[src/rtl/dmem_arbiter.sv]
// -----------------------------------------------------------------------------
// dmem_arbiter
//
// Shares one single-port data memory between the pipeline's MEM-stage port
// ("core") and a secondary loader/debug port ("dma"). At most one access is
// issued per cycle; simultaneous requests are resolved round-robin against the
// last granted requester. Read data returns one cycle after the read grant, to
// the requester that issued it.
//
// Ports:
//   clk          system clock, all state on the rising edge
//   reset        synchronous, active-low reset
//   core_req/we/addr/wdata   core request (held until core_gnt)
//   core_gnt     core access issued this cycle
//   core_stall   core_req & ~core_gnt, to the hazard unit
//   core_rvalid/core_rdata   core read return (cycle after the read grant)
//   dma_req/we/addr/wdata    dma request (held until dma_gnt)
//   dma_gnt      dma access issued this cycle
//   dma_rvalid/dma_rdata     dma read return (cycle after the read grant)
//   mem_wr/mem_rd            memory write / read strobes
//   mem_addr/mem_wdata       memory address / write data (zero when idle)
//   mem_rdata    memory read data, valid the cycle after mem_rd
// -----------------------------------------------------------------------------
module dmem_arbiter #(
    parameter int DATA_W = 32,
    parameter int ADDR_W = 9
) (
    input  logic              clk,
    input  logic              reset,

    input  logic              core_req,
    input  logic              core_we,
    input  logic [ADDR_W-1:0] core_addr,
    input  logic [DATA_W-1:0] core_wdata,
    output logic              core_gnt,
    output logic              core_stall,
    output logic              core_rvalid,
    output logic [DATA_W-1:0] core_rdata,

    input  logic              dma_req,
    input  logic              dma_we,
    input  logic [ADDR_W-1:0] dma_addr,
    input  logic [DATA_W-1:0] dma_wdata,
    output logic              dma_gnt,
    output logic              dma_rvalid,
    output logic [DATA_W-1:0] dma_rdata,

    output logic              mem_wr,
    output logic              mem_rd,
    output logic [ADDR_W-1:0] mem_addr,
    output logic [DATA_W-1:0] mem_wdata,
    input  logic [DATA_W-1:0] mem_rdata
);

    typedef enum logic {
        OWNER_CORE = 1'b0,
        OWNER_DMA  = 1'b1
    } owner_t;

    owner_t            r_last_owner;
    owner_t            r_rd_owner;
    logic              r_rd_pend;
    logic [DATA_W-1:0] r_core_rdata;
    logic [DATA_W-1:0] r_dma_rdata;

    logic              w_core_gnt;
    logic              w_dma_gnt;
    logic              w_mem_wr;
    logic              w_mem_rd;
    logic [ADDR_W-1:0] w_mem_addr;
    logic [DATA_W-1:0] w_mem_wdata;
    logic              w_core_ret;
    logic              w_dma_ret;

    // Round-robin: on contention the requester that did not own the last
    // grant wins. Both grants are held low while reset is asserted so no
    // memory access can leak out during reset.
    assign w_core_gnt = reset & core_req & (~dma_req  | (r_last_owner == OWNER_DMA));
    assign w_dma_gnt  = reset & dma_req  & (~core_req | (r_last_owner == OWNER_CORE));

    always_comb begin
        w_mem_wr    = 1'b0;
        w_mem_rd    = 1'b0;
        w_mem_addr  = '0;
        w_mem_wdata = '0;
        if (w_core_gnt) begin
            w_mem_wr    = core_we;
            w_mem_rd    = ~core_we;
            w_mem_addr  = core_addr;
            w_mem_wdata = core_wdata;
        end else if (w_dma_gnt) begin
            w_mem_wr    = dma_we;
            w_mem_rd    = ~dma_we;
            w_mem_addr  = dma_addr;
            w_mem_wdata = dma_wdata;
        end
    end

    // The memory presents read data in the cycle after mem_rd, so the return
    // is steered straight from mem_rdata while the pending read is marked.
    // Gating with reset suppresses a return that would coincide with reset.
    assign w_core_ret = reset & r_rd_pend & (r_rd_owner == OWNER_CORE);
    assign w_dma_ret  = reset & r_rd_pend & (r_rd_owner == OWNER_DMA);

    always_ff @(posedge clk) begin
        if (!reset) begin
            r_last_owner <= OWNER_DMA;   // core wins the first conflict
            r_rd_pend    <= 1'b0;
            r_rd_owner   <= OWNER_CORE;
            r_core_rdata <= '0;
            r_dma_rdata  <= '0;
        end else begin
            if (w_core_gnt) begin
                r_last_owner <= OWNER_CORE;
            end else if (w_dma_gnt) begin
                r_last_owner <= OWNER_DMA;
            end
            r_rd_pend <= w_mem_rd;
            if (w_mem_rd) begin
                r_rd_owner <= w_dma_gnt ? OWNER_DMA : OWNER_CORE;
            end
            // Capture the returned word so rdata holds it once rvalid drops.
            if (w_core_ret) begin
                r_core_rdata <= mem_rdata;
            end
            if (w_dma_ret) begin
                r_dma_rdata <= mem_rdata;
            end
        end
    end

    assign core_gnt    = w_core_gnt;
    assign dma_gnt     = w_dma_gnt;
    assign core_stall  = core_req & ~w_core_gnt;
    assign mem_wr      = w_mem_wr;
    assign mem_rd      = w_mem_rd;
    assign mem_addr    = w_mem_addr;
    assign mem_wdata   = w_mem_wdata;
    assign core_rvalid = w_core_ret;
    assign dma_rvalid  = w_dma_ret;
    assign core_rdata  = w_core_ret ? mem_rdata : r_core_rdata;
    assign dma_rdata   = w_dma_ret  ? mem_rdata : r_dma_rdata;

endmodule

[config.mk]
export PLATFORM = sky130hd
export DESIGN_NAME = dmem_arbiter
export DESIGN_NICKNAME = d
export VERILOG_FILES = /design/src/rtl/dmem_arbiter.sv
export SDC_FILE = /design/constraint.sdc
export NUM_CORES = 1
export LEC_CHECK = 0
export CAP_MARGIN = 15
export CORE_MARGIN = 3
export CORE_UTILIZATION = 36
export CTS_BUF_LIST = sky130_fd_sc_hd__clkbuf_8
export CTS_CLUSTER_DIAMETER = 100
export DETAILED_ROUTE_END_ITERATION = 10
export PLACE_DENSITY = 0.82
export SLEW_MARGIN = 40
export SYNTH_ARGS = -nofsm -noshare
export SYNTH_HDL_FRONTEND = slang
export SYNTH_SLANG_ARGS = --single-unit
[constraint.sdc]
create_clock -name clk -period 1.8 [get_ports clk]
set_input_delay 0.18 -clock clk [delete_from_list [all_inputs] [get_ports clk]]
set_output_delay 0.18 -clock clk [all_outputs]
set_load 0.01 [all_outputs]
Word-level counts from Yosys, hierarchy flattened
Cells that the tools add are included.

Register bits: 67. Input port bits: 120.

Bitwise logic cells: 17. Reduce and logical (&&, ||, !) cells: 1. Muxes and demuxes: 13.

Operators by type and width (count): $mux W32 (4); $mux W9 (2); $and A1 B1 Y1 (8); $mux W1 (7); $not A1 Y1 (7); $or A1 B1 Y1 (2); $reduce_bool A2 Y1 (1).

Longest topological paths before layout
Word-level depth: 5. Depth in mapped cells: 5.

Worst setup path after synthesis
Ideal clock, no wire load.

Path type: register to register. Start: register r_rd_owner. End: register r_core_rdata[10]. Stages on the path, launching flop included: 5. Slack: 0.484 ns. Path buffers: 1. Data arrival time: 1.201 ns. Cells stage by stage: dfxtp_1 > nand3b_4 > buf_6 > mux2_4 > and2_1.

Word-level cells in the longest chain between the ends: 3.

Ends and longest elaborated chain: start, declared (RTL line 61) `owner_t r_rd_owner;`; start signal, assigned (RTL line 120) `r_rd_owner <= w_dma_gnt ? OWNER_DMA : OWNER_CORE;`; $not A1 Y1 (RTL line 102) `assign w_core_ret = reset & r_rd_pend & (r_rd_owner == OWNER_CORE);`; $and A1 B1 Y1 (RTL line 102); $mux W32; named net core_rdata[10] (RTL line 38) `output logic [DATA_W-1:0] core_rdata,`; end signal, assigned (RTL line 124) `r_core_rdata <= mem_rdata;`; end, declared (RTL line 63) `logic [DATA_W-1:0] r_core_rdata;`.

The timed path passes the listed nets, and every way through them passes these cells. A chain may end at the register's enable or synchronous reset.

Worst setup path in the final report
Start: register r_rd_owner. End: output dma_rdata[24].

Word-level cells in the longest chain between the ends: 2.

Ends and longest elaborated chain: $and A1 B1 Y1 (RTL line 103) `assign w_dma_ret = reset & r_rd_pend & (r_rd_owner == OWNER_DMA);`; $mux W32; end, declared (RTL line 46) `output logic [DATA_W-1:0] dma_rdata,`.

Every way passes these cells.

==> flow_metrics.tcl <==
set metrics [dict create \
    io_pins 232 \
    drt_iter0_drc 82 \
    crit_arrival_ns 1.76 \
    crit_type "register to primary output" \
    min_from "reset" \
    gr-usage-all-layers_pct 25.2 \
    fmax_mhz 516 \
    timing_hold_violations_final 0 \
    cpPeakStageDelay_ns 0.35 \
    drc 0 \
    utilization_pct 71.0 \
    clock-sinks 67 \
    layout_setup_ws_ns -0.138 \
    portBuffers 231 \
    die_area_sq_um 10400 \
    ys_seq_area_share_pct 40.5 \
    gp_congestion 0.916 \
    grt_pass1_vias 3512 \
    p_leak_nw 3.11 \
    firstDrtPassIters 4 \
    diodes 0 \
    outcome "finished, violations left" \
    globalRouteMet2Util_pct 47.3 \
    synth_common_cells "dfxtp_1, and2_1, mux2_4" \
    path_max_fanout 5 \
    period_share_pct 108 \
    endpoint_kind "primary output" \
    slowest_stage "dfxtp_2" \
    initial_core_util_pct 37.4 \
    synth_area_leaders "dfxtp_1, mux2_4, and2_1" \
    chipWidth_microns 102 \
    holdPathStages 2 \
    die_h_microns 102 \
    grt_overflow_total 0 \
    ys_warn_count 0 \
    root_buffer "clkbuf_8" \
    path_clk_slew_ns 0.07 \
    maxCapViolCount 0 \
    powerDensity_nw_per_um2 595 \
    final_antenna_net_count 0 \
    placementRows 34 \
    use_met1_pct 25.8 \
    worst_slew_pin_slew_ns 0.288 \
    failed_checks "setup timing" \
    yosys_register_bits 67 \
    ys_async_sr_fraction_pct 0 \
    rrSetupSlack_ns 0.21 \
    syn-instance-count 278 \
    routed_wl_microns 13500 \
    synth-main-ff-cell "dfxtp_1" \
    setup_violations 22 \
    grt_pass1_wl_microns 19300 \
    synth_area_per_cell_sq_um 11.9 \
    ys_types 20 \
    drive_gt1_share_pct 44.3 \
    cts_made_buffers 9 \
    fin_nets 663 \
    syn_area_sq_um 3310 \
    cp.required_ns 1.62 \
    hold_slack_ns 0.139 \
    busiest_layer "met2" \
    clk_latency_ns 0.33 \
    syn-num-nets 398 \
    cts_tree "built" \
    grtUsageMet3_pct 6.48 \
    rsz0062_at_grt "true" \
    start_kind "register" \
    grt_max_degree 39 \
    slew_viol_final 0 \
    clockBufferDepth 2 \
    drt-vias-per-instance 4.98 \
    htree_levels 3 \
    finClkSkew_ns 0.00772 \
    dp_hpwl_microns 10200 \
    holdBufCountCts 0 \
    synth_most_common_cell "dfxtp_1" \
    period_minus_slack_ns 1.94 \
    drt-wirelength-per-cell_microns 20.6 \
    synth_area_leader_cell "dfxtp_1" \
    r2r_cells 7 \
    worst_r2r_endpoint "r_core_rdata[10]" \
    synth_top_area_share_pct 40.5 \
    crit_chain "buf_6 > nand3_4 > bufbuf_16 > mux2_4 > clkdlybuf4s15_2" \
    area_delta_synth_final_pct 89.8 \
    hold_path_class "input pin to register" \
    peakVddDrop_mv 0.383 \
    vias 3270 \
    antenna_found_initial 0 \
    synth_edf_count 0 \
    hold_end "r_last_owner" \
    coreArea_sq_um 8850 \
    timing.rr.start "r_rd_owner" \
    relSlewSlack_pct 80.8 \
]
report_power, final:
group | total (mW) | internal [mW] | switching, mW
Clock | 1.26 | 0.677 | 0.579
Sequential | 1.53 | 1.51 | 0.0148
Combinational | 0.953 | 0.590 | 0.363
Total | 3.74 | 2.78 | 0.957
cell families after synthesis:
group	Yosys count	synth area share [%]
buffers and inverters	27	4.84
muxes	64	28.3
AOI/OAI and AO/OA	47	12.1
DFF	67	40.5
and+or+nand+nor	73	14.2
placed cells by master, fill, tap and decap left out, types with 3 or more instances in the layout:
master / count
a22o_1: 42
clkdlybuf4s15_2: 6
clkbuf_2: 15
clkbuf_8: 10
buf_12: 12
buf_4: 15
dlygate4sd2_1: 7
nand3_4: 3
buf_2: 43
clkdlybuf4s50_1: 116
and2_1: 65
inv_1: 3
mux2_2: 5
buf_16: 3
dfxtp_1: 64
mux2_4: 59
buf_6: 55
final cells by class:
| type | count | area [sq um] |
|---|---|---|
| repair buffers | 276 | 2720 |
| fillers | 660 | 2560 |
| multi-input cells | 184 | 1850 |
| flip-flops and latches | 67 | 1350 |
| clock buffers | 10 | 138 |
| well taps | 108 | 135 |
| clock inverters | 6 | 63.8 |
| inverters | 5 | 26.3 |
worst max-delay path: cells and delay by family, from the launching register on:
kind | cells | cell delay (ns)
buf+inv | 3 | 0.64
flops | 1 | 0.35
mux | 1 | 0.30
simple gates | 1 | 0.12
sequential cells by signal, summed over array words and instances (netlist names):
name / cells
r_core_rdata: 32
r_last_owner: 1
r_rd_owner: 1
r_dma_rdata: 32
r_rd_pend: 1
routing by layer:
layer | wire, microns | share of wire [%]
met1 | 4770 | 35
met2 | 7220 | 53
met3 | 909 | 6.7
met4 | 610 | 4.5
met5 | 0 | 0
worst max-delay path by stage:
stage                     startpoint                to  slack, ns  depth (start not counted)
after floorplan           r_rd_owner  r_core_rdata[10]       0.48                          4
after global placement      core_req      mem_wdata[9]      -0.36                          7
after detailed placement    core_req      mem_wdata[9]      -0.37                          7
after CTS                 r_rd_owner     dma_rdata[17]      -0.19                          5
after global routing      r_rd_owner      dma_rdata[2]      -0.21                          7
final                     r_rd_owner     dma_rdata[24]      -0.14                          5
metrics by stage:
| stage | TNS (ns) | power, mW | setup slack (ns) | cells | cell area, sq um |
|---|---|---|---|---|---|
| final | -1.57 | 3.74 | -0.138 | 656 | 6280 |
| after global routing | -3.34 | 3.88 | -0.208 | 656 | 6280 |
| after CTS | -5.07 | 3.76 | -0.191 | 657 | 6340 |
| after detailed placement | -14.67 | 2.49 | -0.374 | 615 | 5850 |
| after global placement | -13.62 | 2.48 | -0.360 | 615 | 5850 |
| after floorplan | 0 | 1.88 | 0.484 | 278 | 3310 |
what timing repair did:
item                       CTS  global route
pin swaps                    2             2
gates resized for setup    438            65
setup endpoints to repair  112            94
cloned                       6             1
buffers inserted            20             5
(Power assumes the default switching activity.)
